### src/rtl/sprite_texel_gen_pkg.sv
// Shared definitions for the sprite texel address stage: texel coordinate
// width, minimum on-screen sprite size, controller state encoding and the
// step-width helper.
package sprite_texel_gen_pkg;

    // Texel coordinates address a 64x64 sprite ROM.
    localparam int TEXEL_W  = 6;
    // Smallest non-zero sprite size; keeps 65536/size inside 16 bits.
    localparam int SIZE_MIN = 4;

    typedef enum logic [1:0] {
        ST_IDLE   = 2'd0,
        ST_DIVIDE = 2'd1,
        ST_ARMED  = 2'd2
    } state_e;

    // Step is Q6.frac_bits: a whole texel index plus the fraction.
    function automatic int step_w(input int frac_bits);
        return TEXEL_W + frac_bits;
    endfunction

endpackage

### src/rtl/sprite_step_div.sv
// Sequential restoring divider computing 2^Q_W / divisor_i, one quotient
// bit per clock (Q_W+1 clocks after start_i). done_o and quot_o are
// combinational on the final iteration so the caller can capture the
// quotient on the same edge that retires the last bit.
module sprite_step_div #(
    parameter int DIVISOR_W = 10,
    parameter int Q_W       = 16
) (
    input  logic                 clk,
    input  logic                 reset_n,
    input  logic                 start_i,
    input  logic [DIVISOR_W-1:0] divisor_i,
    output logic                 busy_o,
    output logic                 done_o,
    output logic [Q_W-1:0]       quot_o
);

    localparam int DVD_W = Q_W + 1;
    localparam int REM_W = DIVISOR_W + 1;
    localparam int CNT_W = $clog2(DVD_W + 1);

    logic [DVD_W-1:0]     dvd_q, dvd_d, dvd_shift;
    logic [REM_W-1:0]     rem_q, rem_d, rem_sh;
    logic [DIVISOR_W-1:0] dsr_q, dsr_d;
    logic [CNT_W-1:0]     cnt_q, cnt_d;
    logic                 busy_q, busy_d;
    logic                 q_bit;

    // One restoring step per clock: shift in the next dividend bit,
    // subtract the divisor when it fits, shift the quotient bit in at LSB.
    always_comb begin
        rem_d     = rem_q;
        dvd_d     = dvd_q;
        dsr_d     = dsr_q;
        cnt_d     = cnt_q;
        busy_d    = busy_q;
        rem_sh    = {rem_q[REM_W-2:0], dvd_q[DVD_W-1]};
        q_bit     = (rem_sh >= {1'b0, dsr_q});
        dvd_shift = {dvd_q[DVD_W-2:0], q_bit};
        if (start_i) begin
            dvd_d  = DVD_W'(1) << Q_W;
            rem_d  = '0;
            dsr_d  = divisor_i;
            cnt_d  = CNT_W'(DVD_W);
            busy_d = 1'b1;
        end else if (busy_q) begin
            rem_d = q_bit ? (rem_sh - {1'b0, dsr_q}) : rem_sh;
            dvd_d = dvd_shift;
            cnt_d = cnt_q - CNT_W'(1);
            if (cnt_q == CNT_W'(1)) begin
                busy_d = 1'b0;
            end
        end
    end

    // Divider state registers; reset abandons any division in flight.
    always_ff @(posedge clk or negedge reset_n) begin
        if (!reset_n) begin
            dvd_q  <= '0;
            rem_q  <= '0;
            dsr_q  <= '0;
            cnt_q  <= '0;
            busy_q <= 1'b0;
        end else begin
            dvd_q  <= dvd_d;
            rem_q  <= rem_d;
            dsr_q  <= dsr_d;
            cnt_q  <= cnt_d;
            busy_q <= busy_d;
        end
    end

    assign busy_o = busy_q;
    assign done_o = busy_q && (cnt_q == CNT_W'(1));
    assign quot_o = dvd_shift[Q_W-1:0];

endmodule

### src/rtl/sprite_texel_gen.sv
// Sprite texel address stage: maps the raster position onto (col, row) of
// a 64x64 sprite ROM for one square, screen-space scaled sprite. The texel
// step 64/size is produced once per load by sprite_step_div; per-pixel and
// per-line stepping uses accumulators. Optional horizontal mirroring is
// built only when SPRITE_HFLIP_EN is defined.
//
// Handshake: a setup is taken on any clock where load_valid && load_ready;
// load_ready is low only while the step division is running.
module sprite_texel_gen
    import sprite_texel_gen_pkg::*;
#(
    parameter int H_BITS    = 10,
    parameter int V_BITS    = 10,
    parameter int SIZE_BITS = 10,
    parameter int FRAC_BITS = 10,
    parameter int H_LAST    = 799
) (
    input  logic                 clk,
    input  logic                 reset_n,
    input  logic [H_BITS-1:0]    hpos,
    input  logic [V_BITS-1:0]    vpos,
    input  logic                 load_valid,
    output logic                 load_ready,
    input  logic [H_BITS-1:0]    sprite_x,
    input  logic [V_BITS-1:0]    sprite_y,
    input  logic [SIZE_BITS-1:0] sprite_size,
    input  logic                 sprite_flip,
    output logic [TEXEL_W-1:0]   col,
    output logic [TEXEL_W-1:0]   row,
    output logic                 texel_valid
);

    localparam int STEP_W = step_w(FRAC_BITS);

    state_e                state_q, state_d;
    logic [H_BITS-1:0]     x_q;
    logic [V_BITS-1:0]     y_q;
    logic [SIZE_BITS-1:0]  size_q, size_cl;
    logic [STEP_W-1:0]     step_q, col_acc_q, col_acc_d, row_acc_q, row_acc_d;
    logic [TEXEL_W-1:0]    col_q, row_q, tex_col;
    logic                  valid_q, valid_d;
    logic                  accept, armed, h_in, v_in, line_end, row_zero;
    logic [H_BITS:0]       x_end;
    logic [V_BITS:0]       y_end;
    logic                  div_start, div_busy, div_done;
    logic [STEP_W-1:0]     div_quot;
    logic                  unused_ok;
`ifdef SPRITE_HFLIP_EN
    logic                  flip_q;
`endif

    assign load_ready = (state_q != ST_DIVIDE);
    assign accept     = load_valid && load_ready;
    assign armed      = (state_q == ST_ARMED);
    assign size_cl    = (sprite_size != '0 && sprite_size < SIZE_BITS'(SIZE_MIN))
                        ? SIZE_BITS'(SIZE_MIN) : sprite_size;
    assign div_start  = accept && (size_cl != '0);
    assign unused_ok  = &{1'b0, div_busy, sprite_flip};

    sprite_step_div #(
        .DIVISOR_W (SIZE_BITS),
        .Q_W       (STEP_W)
    ) u_div (
        .clk       (clk),
        .reset_n   (reset_n),
        .start_i   (div_start),
        .divisor_i (size_cl),
        .busy_o    (div_busy),
        .done_o    (div_done),
        .quot_o    (div_quot)
    );

    // Controller next state: a non-zero load always restarts the division.
    always_comb begin
        state_d = state_q;
        case (state_q)
            ST_IDLE:   if (div_start) state_d = ST_DIVIDE;
            ST_DIVIDE: if (div_done)  state_d = ST_ARMED;
            ST_ARMED:  if (accept)    state_d = div_start ? ST_DIVIDE : ST_IDLE;
            default:                  state_d = ST_IDLE;
        endcase
    end

    // Sprite window tests and accumulator/output next values.
    always_comb begin
        x_end     = {1'b0, x_q} + (H_BITS+1)'(size_q);
        y_end     = {1'b0, y_q} + (V_BITS+1)'(size_q);
        h_in      = ({1'b0, hpos} >= {1'b0, x_q}) && ({1'b0, hpos} < x_end);
        v_in      = ({1'b0, vpos} >= {1'b0, y_q}) && ({1'b0, vpos} < y_end);
        line_end  = (hpos == H_BITS'(H_LAST));
        // Restart the row count on the line ending just above the sprite;
        // a sprite at y == 0 restarts on any line ending outside it.
        row_zero  = (({1'b0, vpos} + (V_BITS+1)'(1)) == {1'b0, y_q})
                    || ((y_q == '0) && !v_in);
        col_acc_d = col_acc_q;
        row_acc_d = row_acc_q;
        if (accept) begin
            col_acc_d = '0;
            row_acc_d = '0;
        end else if (armed) begin
            if (hpos == x_q) begin
                col_acc_d = '0;
            end else if (h_in) begin
                col_acc_d = col_acc_q + step_q;
            end
            if (line_end) begin
                if (row_zero) begin
                    row_acc_d = '0;
                end else if (v_in) begin
                    row_acc_d = row_acc_q + step_q;
                end
            end
        end
        tex_col = col_acc_d[FRAC_BITS+TEXEL_W-1:FRAC_BITS];
`ifdef SPRITE_HFLIP_EN
        if (flip_q) begin
            tex_col = TEXEL_W'(63) - tex_col;
        end
`endif
        valid_d = armed && h_in && v_in && !accept;
    end

    // Controller state register.
    always_ff @(posedge clk or negedge reset_n) begin
        if (!reset_n) begin
            state_q <= ST_IDLE;
        end else begin
            state_q <= state_d;
        end
    end

    // Setup latches, step capture, accumulators and registered outputs.
    always_ff @(posedge clk or negedge reset_n) begin
        if (!reset_n) begin
            x_q       <= '0;
            y_q       <= '0;
            size_q    <= '0;
            step_q    <= '0;
            col_acc_q <= '0;
            row_acc_q <= '0;
            col_q     <= '0;
            row_q     <= '0;
            valid_q   <= 1'b0;
        end else begin
            if (accept) begin
                x_q    <= sprite_x;
                y_q    <= sprite_y;
                size_q <= size_cl;
            end
            if (div_done) begin
                step_q <= div_quot;
            end
            col_acc_q <= col_acc_d;
            row_acc_q <= row_acc_d;
            valid_q   <= valid_d;
            if (valid_d) begin
                col_q <= tex_col;
                row_q <= row_acc_q[FRAC_BITS+TEXEL_W-1:FRAC_BITS];
            end
        end
    end

`ifdef SPRITE_HFLIP_EN
    // Mirror request is latched with the rest of the setup.
    always_ff @(posedge clk or negedge reset_n) begin
        if (!reset_n) begin
            flip_q <= 1'b0;
        end else if (accept) begin
            flip_q <= sprite_flip;
        end
    end
`endif

    assign col         = col_q;
    assign row         = row_q;
    assign texel_valid = valid_q;

endmodule
### config.mk
export PLATFORM = sky130hd
export DESIGN_NAME = sprite_texel_gen
export DESIGN_NICKNAME = d
export VERILOG_FILES = /design/src/rtl/sprite_texel_gen_pkg.sv /design/src/rtl/sprite_step_div.sv /design/src/rtl/sprite_texel_gen.sv
export SDC_FILE = /design/constraint.sdc
export NUM_CORES = 1
export LEC_CHECK = 0
export ABC_CLOCK_PERIOD_IN_PS = 11000
export CAP_MARGIN = 5
export CELL_PAD_IN_SITES_DETAIL_PLACEMENT = 0
export CELL_PAD_IN_SITES_GLOBAL_PLACEMENT = 1
export CORE_AREA = 2 2 104 207
export CTS_CLUSTER_SIZE = 30
export DETAILED_ROUTE_END_ITERATION = 10
export DIE_AREA = 0 0 106 209
export GPL_ROUTABILITY_DRIVEN = 0
export MAX_ROUTING_LAYER = met4
export PLACE_DENSITY = 0.77
export SYNTH_ARGS = -nofsm -noshare
export SYNTH_HDL_FRONTEND = slang
export SYNTH_HIERARCHICAL = 1
export SYNTH_SLANG_ARGS = --single-unit
### constraint.sdc
create_clock -name clk -period 11 [get_ports clk]
set_input_delay 1.65 -clock clk [delete_from_list [all_inputs] [get_ports clk]]
set_output_delay 1.65 -clock clk [all_outputs]
set_load 0.005 [all_outputs]
==> impl_metrics.yaml <==
outcome:
  outcome: "finished, final reports clean"
timing:
  final_hold_viol_count: 0
  max_slew_margin_pct: 28.2
  transition_time_of_the_tightest_slew_check_pin_ns: 1.07
  finalCriticalPeriod_ns: 4.88
  rsz0062_at_grt: "no"
  layout_worst_path_cycle_share_pct: 44.3
  timing.final.max_slew_violations: 0
  fmaxAchievable_mhz: 205
  final.hold.worst_slack_ns: 0.483
  fin_tns_setup_ns: 0
  timing.final.setup_violations: 0
  fin_skew_ns: 0.00869
global_route:
  grt_pass1_vias: 6745
  grt_overflow: 0
  number_of_antenna_violations_at_the_first_check_in_global_routing: 0
  grt_first_pass_wirelength_um: 33900
  grt_max_degree: 70
  grt.total_usage_pct: 19.7
synthesis:
  synthesis.nets: 1051
  syn-mean-instance-area_um2: 10.2
  yosys.cell_count.top_type: "sky130_fd_sc_hd__dfrtp_1"
  synth_area_um2: 9110
  yosys_warnings: 6
  synth_cell_type_count: 74
  area_leader_netlist: "sky130_fd_sc_hd__dfrtp_1"
  synthTopCellsByCount: "sky130_fd_sc_hd__dfrtp_1, sky130_fd_sc_hd__ha_1, sky130_fd_sc_hd__nor2_1"
  ys_async_sr_fraction_pct: 100
  ys_dominant_reg_cell: "sky130_fd_sc_hd__dfrtp_1"
  post_synth_main_area_contributors: "sky130_fd_sc_hd__dfrtp_1, sky130_fd_sc_hd__ha_1, sky130_fd_sc_hd__mux2_2, sky130_fd_sc_hd__xnor2_1, sky130_fd_sc_hd__nor2_1"
  postSynthRegisterBits: 136
  synth-seq-area-share_pct: 37.3
  edff_count_synth: 0
  synthCells: 891
  netlist.area_leader.share_pct: 37.3
worst_setup_path:
  path_delay_family: "compound AO/OA/AOI/OAI gates"
  worst_setup_path_class: "flop to flop"
  timing.critical_path.required_ns: 11.31
  arrival_ns: 5.18
  worstPathCellList: "ha_1 -> a21o_1 -> a21oi_1 -> o21bai_1 -> a21oi_1 -> o21bai_1 -> a21oi_1 -> o21bai_1 -> a21oi_1 -> xor2_1 -> ha_1 -> or4_1 -> a21oi_1 -> o21ai_0 -> a32o_1 -> nand2b_1 -> nand2_1 -> a22o_1 -> mux2_1"
  critical_path.endpoint_type: "flop"
  slowest_delay_ns: 0.54
  critical_path.n_buffers_inverters: 0
  crit_top_cell: "sky130_fd_sc_hd__a21oi_1"
  timing.critical_path.from_type: "flop"
  worstPathMaxFanout: 15
  critical_path.slowest_cell: "sky130_fd_sc_hd__or4_1"
floorplanning:
  die_h_um: 209
  io-pin-count: 68
  die_area_um2: 22200
  initial_utilization_pct: 43.9
  die_width_um: 106
  core_area_um2: 20700
  floorplan.rows: 75
final_layout:
  multi_input_comb_area_um2: 5270
  layout_cells_sized_above_1_pct: 11.0
  fin_nets: 1095
  area.growth.synth_to_final_pct: 15.4
  seqCellArea_um2: 3400
  final_core_utilization_pct: 50.7
  nFillCells: 1928
  n_antenna_cell: 0
detailed_routing:
  top_layer_used: "met4"
  total_met2_wirelength_after_detailed_routing_um: 9790
  post_detailed_routing_wire_length_um: 20000
  routed_wire_length_per_instance_um: 16.4
  routed_via_count: 6691
  ant_nets: 0
  drcViolationCount: 0
  routedLengthMet1_um: 9150
  detailedRoute.firstPassIterationCount: 4
  routed-wl-met3_um: 633
  detail_route.vias_per_cell: 5.50
  drt_iter0_drc: 294
clocking:
  cts-buffers-inserted: 17
  clock_insertion_delay_worst_skew_ns: 0.43
  setup_buffers_after_cts: 0
  htree_levels: 4
  clkTransAtPathRegs_ns: 0.06
  clock-sinks: 136
  hold_bufs_inserted_after_cts: 0
  postCtsResizedCells: 0
  clk_path_buf_depth: 2
  clk_root_buffer_cell: "sky130_fd_sc_hd__clkbuf_16"
  clock_tree_from_tritoncts: "done"
placed_design:
  detailed_place_hpwl_um: 14500
  io_buffers: 66
power:
  vdd_ir_drop_max_mv: 0.194
  pwr_density_cell_nw_per_um2: 302
  static-leakage-power_uw: 0.00508
min_path:
  hold_class: "flop to flop"
flow_run:
  max-cap-violations: 0
[where the power goes]
| group | leakage (µW) | switching, µW | internal (µW) |
|---|---|---|---|
| combinational | 0.00303 | 901 | 818 |
| sequential | 0.00175 | 175 | 680 |
| clock | 0.000295 | 223 | 383 |
[layout make-up]
cell class / count / share of cell area (%)
multi-input cells: 658 / 50.1
flip-flops and latches: 136 / 32.4
repair buffers: 70 / 6.58
clock buffers: 19 / 4.21
well taps: 269 / 3.20
inverters: 52 / 1.88
clock inverters: 12 / 1.67
[sequential cells by signal (all words and copies together), names as in the netlist]
| signal | flops |
|---|---|
| row_acc_q | 16 |
| step_q | 16 |
| state_q | 2 |
| size_q | 10 |
| y_q | 10 |
| u_div/rem_q | 10 |
| col | 6 |
| u_div/busy_o | 1 |
| u_div/cnt_q | 5 |
| texel_valid | 1 |
| col_acc_q | 16 |
| x_q | 10 |
| row | 6 |
| u_div/dsr_q | 10 |
| u_div/dvd_q | 17 |
[logic make-up after synthesis]
logic type | synth area share [%]
flops | 37.3
buf+inv | 4.93
fa+ha+maj | 15.0
xor+xnor | 6.06
compound gates | 16.2
simple gates | 11.1
mux | 9.38
[per-layer routing]
metal,vias to the layer above,GRT usage [%]
met5,-,-
met4,0,6.40
met3,31,3.77
met2,106,31.4
met1,3250,25.3
li1,3304,-
[per-stage QoR]
step                      area, µm²  total power (µW)  worst slack [ns]  cells
after global placement         9900              2520              6.17   1185
after floorplan                9110              2230              6.92    891
after detailed placement       9900              2580              6.12   1185
final                         10500              3180              6.12   1216
after global routing          10500              3500              5.75   1216
after CTS                     10500              3210              6.06   1216
[cell usage in the layout (no fill, tap or decap), types with 6 or more instances in the layout]
cell / n
sky130_fd_sc_hd__xor2_1: 25
sky130_fd_sc_hd__o21bai_1: 7
sky130_fd_sc_hd__nand3_1: 9
sky130_fd_sc_hd__clkdlybuf4s50_1: 65
sky130_fd_sc_hd__nor2_1: 69
sky130_fd_sc_hd__inv_1: 51
sky130_fd_sc_hd__o21ai_0: 36
sky130_fd_sc_hd__clkbuf_16: 17
sky130_fd_sc_hd__mux2_1: 9
sky130_fd_sc_hd__a211oi_1: 13
sky130_fd_sc_hd__nand2_1: 49
sky130_fd_sc_hd__a21oi_1: 42
sky130_fd_sc_hd__o21a_1: 6
sky130_fd_sc_hd__xnor2_1: 38
sky130_fd_sc_hd__nand2b_1: 10
sky130_fd_sc_hd__dfrtp_1: 136
sky130_fd_sc_hd__a22o_1: 23
sky130_fd_sc_hd__nor4_1: 10
sky130_fd_sc_hd__ha_1: 101
sky130_fd_sc_hd__a21o_1: 21
sky130_fd_sc_hd__mux2i_1: 19
sky130_fd_sc_hd__nor3_1: 12
sky130_fd_sc_hd__mux2_2: 50
sky130_fd_sc_hd__a311oi_1: 6
sky130_fd_sc_hd__nor2b_1: 9
[path summary, 6_finish.rpt]
check                      slack [ns]                    endpoint  cells after the start                   from
min                              0.48          row[2]$_DFFE_PN0P_                      1     row[2]$_DFFE_PN0P_
max in group asynchronous        8.44  u_div/dvd_q[6]$_DFFE_PN0P_                      2                reset_n
max                              6.12          col[1]$_DFFE_PN0P_                     19  size_q[1]$_DFFE_PN0P_
min in group asynchronous        1.21          y_q[6]$_DFFE_PN0P_                      1                reset_n
min reg2reg                      0.48          row[2]$_DFFE_PN0P_                      1     row[2]$_DFFE_PN0P_
max reg2reg                      6.12          col[1]$_DFFE_PN0P_                     19  size_q[1]$_DFFE_PN0P_
Power figures use the tool's default switching activity.
